--- src/rtl/u_rec_frame.sv ---
// 8N1 UART receiver: oversampled start detection, 3-sample majority voting per bit cell,
// and a ready/ack byte handshake with framing-error and overrun status.
module u_rec_frame #(
  parameter int unsigned OVERSAMPLE  = 16,
  parameter int unsigned SYNC_STAGES = 2
) (
  input  logic       sys_clk,
  input  logic       sys_rst,
  input  logic       uart_recH,
  output logic [7:0] rec_dataH,
  output logic       rec_readyH,
  input  logic       rec_ackH,
  output logic       frame_errH,
  output logic       overrunH,
  output logic       rec_busyH
);

  localparam int unsigned CntW = $clog2(OVERSAMPLE);
  localparam int unsigned Mid  = OVERSAMPLE / 2;

  localparam logic [CntW-1:0] CntLast  = CntW'(OVERSAMPLE - 1);
  localparam logic [CntW-1:0] CntSampA = CntW'(Mid - 1);
  localparam logic [CntW-1:0] CntSampB = CntW'(Mid);
  localparam logic [CntW-1:0] CntDecide = CntW'(Mid + 1);

  typedef enum logic [1:0] {R_IDLE, R_START, R_DATA, R_STOP} recState_e;

  recState_e             state;
  logic [SYNC_STAGES-1:0] syncFf;
  logic [CntW-1:0]       cellCnt;
  logic [3:0]            bitCnt;
  logic [7:0]            shiftReg;
  logic [1:0]            samp;
  logic                  prevRx;
  logic                  armed;
  logic                  rxS;
  logic                  cellWrap;
  logic                  decide;
  logic                  majority;

  always_ff @(posedge sys_clk or posedge sys_rst) begin
    if (sys_rst) begin
      syncFf <= '1;
    end else begin
      syncFf <= {syncFf[SYNC_STAGES-2:0], uart_recH};
    end
  end

  always_comb begin
    rxS       = syncFf[SYNC_STAGES-1];
    cellWrap  = (cellCnt == CntLast);
    decide    = (cellCnt == CntDecide);
    majority  = (samp[0] & samp[1]) | (samp[0] & rxS) | (samp[1] & rxS);
    rec_busyH = (state != R_IDLE);
  end

  always_ff @(posedge sys_clk or posedge sys_rst) begin
    if (sys_rst) begin
      state      <= R_IDLE;
      cellCnt    <= '0;
      bitCnt     <= '0;
      shiftReg   <= '0;
      samp       <= '0;
      prevRx     <= 1'b1;
      armed      <= 1'b0;
      rec_dataH  <= '0;
      rec_readyH <= 1'b0;
      frame_errH <= 1'b0;
      overrunH   <= 1'b0;
    end else begin
      prevRx <= rxS;
      if (rec_readyH && rec_ackH) begin
        rec_readyH <= 1'b0;
        overrunH   <= 1'b0;
      end
      if (cellCnt == CntSampA) samp[0] <= rxS;
      if (cellCnt == CntSampB) samp[1] <= rxS;

      unique case (state)
        R_IDLE: begin
          cellCnt <= '0;
          if (rxS) armed <= 1'b1;
          // Detect cycle is cell count 0, so the following cycle is count 1.
          if (armed && prevRx && !rxS) begin
            state   <= R_START;
            cellCnt <= CntW'(1);
          end
        end
        R_START: begin
          cellCnt <= cellWrap ? '0 : cellCnt + 1'b1;
          if (decide && majority) begin
            state   <= R_IDLE;
            cellCnt <= '0;
          end else if (cellWrap) begin
            state  <= R_DATA;
            bitCnt <= '0;
          end
        end
        R_DATA: begin
          cellCnt <= cellWrap ? '0 : cellCnt + 1'b1;
          if (decide) begin
            shiftReg <= {majority, shiftReg[7:1]};
            bitCnt   <= bitCnt + 1'b1;
          end
          if (cellWrap && bitCnt == 4'd8) begin
            state  <= R_STOP;
            bitCnt <= '0;
          end
        end
        R_STOP: begin
          cellCnt <= cellWrap ? '0 : cellCnt + 1'b1;
          // Leave at the decision point so a back-to-back start edge is not missed.
          if (decide) begin
            rec_dataH  <= shiftReg;
            frame_errH <= ~majority;
            rec_readyH <= 1'b1;
            if (rec_readyH && !rec_ackH) overrunH <= 1'b1;
            state   <= R_IDLE;
            cellCnt <= '0;
            armed   <= 1'b0;
          end
        end
        default: state <= R_IDLE;
      endcase
    end
  end

endmodule
--- config.mk ---
export PLATFORM = sky130hd
export DESIGN_NAME = u_rec_frame
export DESIGN_NICKNAME = d
export VERILOG_FILES = /design/src/rtl/u_rec_frame.sv
export SDC_FILE = /design/constraint.sdc
export NUM_CORES = 1
export LEC_CHECK = 0
export BUFFER_PORTS_ARGS = -buffer_cell sky130_fd_sc_hd__buf_2
export CAP_MARGIN = 20
export CORE_MARGIN = 4
export CORE_UTILIZATION = 50
export DETAILED_ROUTE_END_ITERATION = 7
export PLACE_DENSITY = 0.75
export SLEW_MARGIN = 20
export SYNTH_ARGS = -nofsm -noshare
export SYNTH_HDL_FRONTEND = slang
export SYNTH_SLANG_ARGS = --single-unit
--- constraint.sdc ---
create_clock -name sys_clk -period 1.56 [get_ports sys_clk]
set_input_delay 0.156 -clock sys_clk [delete_from_list [all_inputs] [get_ports sys_clk]]
set_output_delay 0.156 -clock sys_clk [all_outputs]
set_load 0.02 [all_outputs]
==> Word level (Yosys, flattened, before mapping) <==
Cells that the tools add are included.
{ "classes": {"addsub": 2, "mul": 0, "div": 0, "order_cmp": 0, "n_eq_ne": 16, "shifts": 0, "muxes": 26, "bitwise_logic": 6, "n_reduce_logical": 17} }
{ "op_table": {"columns": ["cell", "n"], "rows": [
  ["2-to-1 mux 4 bit", 7],
  ["== test 4 bit, second input constant", 4],
  ["one-hot mux 4 bit (4 select lines)", 1],
  ["inequality test 2 bit, second input constant", 6],
  ["2-to-1 mux 1 bit", 10],
  ["2-to-1 mux 2 bit", 5],
  ["adder 4 x 1 -> 4 bit, second input constant", 2],
  ["one-hot mux 2 bit (4 select lines)", 1],
  ["one-hot mux 4 bit (2 select lines)", 1],
  ["AND reduction 4 bit", 2],
  ["logical AND 1 bit", 6],
  ["inequality test 3 bit, second input constant", 2],
  ["nonzero test 2 bit", 3],
  ["== test 2 bit, second input constant", 2],
  ["== test 4 x 3 -> 1 bit, second input constant", 1],
  ["AND reduction 2 bit", 2],
  ["bitwise AND 1 bit", 3],
  ["AND reduction 3 bit", 1],
  ["== test 2 x 1 -> 1 bit, second input constant", 1],
  ["logical NOT 1 bit", 2],
  ["logical NOT 2 bit", 1],
  ["OR 1 bit", 2],
  ["one-hot mux 1 bit (2 select lines)", 1],
  ["NOT 1 bit", 1]
]} }
{ "word_totals": {"regBits": 35, "latchBits": 0, "ramBits": 0, "mem_bits_ro": 0, "out_inout_bits": 12, "wordCells": 80, "n_memories": 0} }

==> Logic depth before layout (Yosys ltp) <==
{ "logic_depth": {"word_depth": 6, "depth_mapped": 7} }

==> Worst setup path after synthesis <==
No wires, ideal clock.
{ "synth_timing": {"kind": "register -> register", "start": "register cellCnt[0]", "end": "register state[0]", "setup_ns": 0.111, "t_arrival_ns": 1.436, "required_ns": 1.449, "path_slack_ns": 0.013, "stages_incl_launch_ff": 5, "synth_period_minus_slack_ns": 1.547, "path_cell_list": "dfrtp_1 -> ha_1 -> nand3_2 -> or3_1 -> a2111oi_2"} }
{ "synth_via": {"elab_chain_len": 4, "elab_cells_between_ends": 10, "classes_between": "eq/ne: 5; mux: 2; reduce/logical: 3"} }
{ "synth_lines": {"columns": ["item", "line", "source"], "rows": [
  ["from (decl)", "30", "logic [CntW-1:0] cellCnt;"],
  ["from (signal assigned)", "86", "cellCnt <= CntW'(1);"],
  ["from (signal assigned)", "90", "cellCnt <= cellWrap ? '0 : cellCnt + 1'b1;"],
  ["from (signal assigned)", "100", "cellCnt <= cellWrap ? '0 : cellCnt + 1'b1;"],
  ["== test 4 bit, on equally long branches", "52, 51", null],
  ["logical AND 1 bit, on equally long branches", "91, 105", null],
  ["inequality test 3 bit (no line) (tied with other cells)", null, null],
  ["AND reduction 4 bit (no line) or one-hot mux 2 bit (4 select lines) (tied branches)", null, null],
  ["to (signal assigned)", "59", "state <= R_IDLE;"],
  ["to (signal assigned)", "92", "state <= R_IDLE;"],
  ["to (signal assigned)", "95", "state <= R_DATA;"],
  ["to (decl)", "28", "recState_e state;"]
]} }
Parallel ways exist; a longest one is shown, timed or not.
A chain may end at the register's enable or synchronous reset.

==> Worst setup path in the final report <==
{ "layout_timing": {"start": "register cellCnt[1]", "end": "register state[0]"} }
The elaborated chain is that of the path after synthesis.

==> impl_metrics.tcl <==
set metrics [dict create \
    run_status "finished, violations left" \
    violations "negative setup slack" \
    hold_viol 0 \
    yosysWarnings 0 \
    postLayoutCellArea_um2 1903 \
    worstMarginPinSlew_ns 0.4243 \
    cts.clk_slew.worst_paths_ns 0.10 \
    critical_path.slowest_cell "sky130_fd_sc_hd__dfrtp_1" \
    ir_worst_vdd_mv 0.7511 \
    tritoncts "done" \
    synth-seq-cells 35 \
    cp_cell_sequence "ha_2 > nand3_4 > or3_4 > a2111oi_2" \
    routed_via_density 5.311 \
    grt_pass1_vias 1169 \
    filler_cell_count 223 \
    antenna-diode-count 0 \
    cp_num_buf_inv 0 \
    routed_length_per_instance_um 14.99 \
    most_frequent_cells_in_the_layout "sky130_fd_sc_hd__dfrtp_1, sky130_fd_sc_hd__nand2_1, sky130_fd_sc_hd__buf_2, sky130_fd_sc_hd__nor2_1, sky130_fd_sc_hd__buf_4" \
    antenna_violations_before_repair 0 \
    post_synth.cell_area_avg_um2 11.01 \
    worst_path_dominant_cell_family "simple AND/OR/NAND/NOR gates" \
    syn2layout_area_growth_pct 22.56 \
    setup_repair_after_global_routing_missed_its_margin "yes" \
    timing.critical_path.to_type "flop" \
    placed_cells 193 \
    globalRoute.totalOverflow 0 \
    startpoint_of_the_most_critical_hold_path "syncFf[0]" \
    grt_start_max_net_pins 36 \
    worst-endpoint-required_ns 1.79 \
    layout.cells.non_filler 206 \
    final.min_clock_period_ns 1.597 \
    design.core.area_um2 2853 \
    chipWidth_um 63.73 \
    floorplan.die_area_um2 4061 \
    placed_area_um2 1722 \
    cts_sinks 35 \
    fin_worst_skew_ns 0.01063 \
    routed-via-count 1094 \
    max_clock_freq_mhz 626.2 \
    setup.reg_to_reg.worst_slack_ns -0.04 \
    rr_worst_depth 4 \
    maxCapViolations 0 \
    grt_first_pass_wirelength_um 5271 \
    design.portCount 16 \
    drive_above_1_share 0.3600 \
    critical_path.max_stage_delay_ns 0.41 \
    worstPathMaxFanout 4 \
    worst-endpoint-arrival_ns 1.83 \
    hold_class "flop to flop" \
    syn-instance-count 141 \
    final_critical_path_setup_slack_ns -0.03704 \
    timing.setup.critical_path_class "flop to flop" \
    number_of_unique_standard_cell_types_used_by_synthesis 33 \
    finalNetCount 183 \
    cts_inserted_buffers 5 \
    detail_route.first_pass.iterations 4 \
    cts.htree.levels 2 \
    ant_nets 0 \
    r2r-end "state[0]" \
    row_count 19 \
    mostFrequentLayoutCell "sky130_fd_sc_hd__dfrtp_1" \
    whs_ns 0.3634 \
    portbufs 15 \
    post_synth_instance_area_um2 1553 \
    die_height_um 63.73 \
    clk_root_buffer_cell "sky130_fd_sc_hd__clkbuf_4" \
    critical_path_depth 4 \
    slew_headroom 0.7171 \
    start_util 0.5443 \
    cp-start-kind "flop" \
    synth-seq-area-share 0.5665 \
    timing.final.setup_violations 6 \
    powerDensity_nw_per_um2 1400 \
    pre_cts_slack_ns -0.02264 \
    detailedPlacementHpwl_um 2065 \
    routabilityCongestion 0.7743 \
    fin_setup_tns_ns -0.05097 \
    drt-total-wl_um 3088 \
    number_of_buffers_on_the_longest_clock_path 2 \
    drc 0 \
    first_iter_violations 61 \
    ff_latch_area_um2 879.6 \
    crit-reg2reg-launch "cellCnt[1]" \
    multi_input_area_um2 666.9 \
    cellLeakagePower_nw 0.9848 \
    cp-startpoint "cellCnt[1]" \
    maxSlewViolCount 0 \
    final_util 0.6671 \
    worst_setup_path_endpoint "state[0]" \
    finalCritPeriodShare 1.024 \
    grt_usage 0.1686 \
    insertion_delay_ns 0.33 \
    synthesis.nets 150 \
    totalPowerFinal_mw 2.665 \
]
-- cell usage after synthesis --
library cell | n | area (µm²)
sky130_fd_sc_hd__xor2_1 | 1 | 8.760
sky130_fd_sc_hd__buf_2 | 2 | 10.01
sky130_fd_sc_hd__a2111oi_2 | 1 | 15.01
sky130_fd_sc_hd__nor3_1 | 3 | 15.01
sky130_fd_sc_hd__buf_6 | 2 | 22.52
sky130_fd_sc_hd__and3b_1 | 1 | 8.760
sky130_fd_sc_hd__a31o_1 | 1 | 8.760
sky130_fd_sc_hd__nand3_1 | 2 | 10.01
sky130_fd_sc_hd__nand3_2 | 2 | 20.02
sky130_fd_sc_hd__o221a_2 | 1 | 11.26
sky130_fd_sc_hd__xnor2_1 | 1 | 8.760
sky130_fd_sc_hd__mux2_2 | 11 | 123.9
sky130_fd_sc_hd__a2bb2oi_1 | 1 | 8.760
sky130_fd_sc_hd__and3_1 | 1 | 6.260
sky130_fd_sc_hd__a22o_1 | 1 | 8.760
sky130_fd_sc_hd__dfstp_2 | 3 | 78.83
sky130_fd_sc_hd__nand3b_1 | 2 | 15.01
sky130_fd_sc_hd__nor2_1 | 13 | 48.80
sky130_fd_sc_hd__ha_1 | 5 | 62.56
sky130_fd_sc_hd__inv_1 | 8 | 30.03
sky130_fd_sc_hd__o21ai_0 | 2 | 10.01
sky130_fd_sc_hd__a211o_1 | 2 | 17.52
sky130_fd_sc_hd__a32o_1 | 1 | 10.01
sky130_fd_sc_hd__buf_4 | 1 | 7.510
sky130_fd_sc_hd__maj3_2 | 1 | 11.26
sky130_fd_sc_hd__nand2_1 | 31 | 116.4
sky130_fd_sc_hd__nor2b_1 | 2 | 12.51
sky130_fd_sc_hd__nor3b_1 | 2 | 15.01
sky130_fd_sc_hd__or3_1 | 1 | 6.260
sky130_fd_sc_hd__dfrtp_1 | 32 | 800.8
sky130_fd_sc_hd__nand2b_1 | 2 | 12.51
sky130_fd_sc_hd__o21ai_1 | 1 | 5.000
sky130_fd_sc_hd__nor4_1 | 1 | 6.260
-- worst min path at each step --
| stage | endpoint | slack (ns) | depth (start not counted) |
|---|---|---|---|
| global placement | samp[0] | 0.26 | 3 |
| global route | syncFf[1] | 0.37 | 0 |
| detailed placement | syncFf[0] | 0.26 | 1 |
| floorplan | syncFf[0] | 0.16 | 0 |
| CTS | syncFf[1] | 0.37 | 0 |
| finish | syncFf[1] | 0.36 | 0 |
-- layer usage --
metal | GRT usage | up-vias | wire length (µm)
li1 | - | 539 | -
met1 | 0.1942 | 538 | 1318
met2 | 0.2920 | 15 | 1658
met3 | 0.05329 | 2 | 83
met4 | 0.06469 | 0 | 27
met5 | 0 | - | 0
-- state kept, by name (all words and copies together), names as in the netlist, 2 cells and up, named ones only --
signal     flops
shiftReg       8
syncFf         2
bitCnt         4
samp           2
cellCnt        4
rec_dataH      8
-- cell type report --
class	count	area share
clock buffer	7	0.03419
clock inverter	1	0.003945
inverter	8	0.01578
multi-input combinational	93	0.3504
sequential	35	0.4622
tap	31	0.02038
timing repair buffer	31	0.1131
-- timing repair --
action | 4_1_cts | 5_1_grt
hold buffers | 3 | 0
pin swaps | 1 | 1
endpoints found under the hold margin | 35 | 0
gates resized for setup | 6 | 7
buffers inserted | 1 | 1
endpoints found under the setup margin | 13 | 15
-- power by group --
part / switching, mW / internal (mW) / leakage [nW]
registers: 0.137 / 1.07 / 0.456
logic: 0.455 / 0.439 / 0.492
clock network: 0.302 / 0.263 / 0.0375
-- logic make-up (layout without fill, tap and decap cells) --
family / count (synthesis) / after routing / synth area share
flip-flops: 35 / 35 / 0.5665
XOR/XNOR: 2 / 2 / 0.01128
multiplexers: 11 / 11 / 0.07978
adder cells (fa/ha/maj): 6 / 6 / 0.04754
AO/OA/AOI/OAI: 11 / 11 / 0.06124
AND/OR/NAND/NOR: 63 / 63 / 0.1886
buffers and inverters: 13 / 47 / 0.04513
No activity file was read; power rests on OpenSTA's default activity.
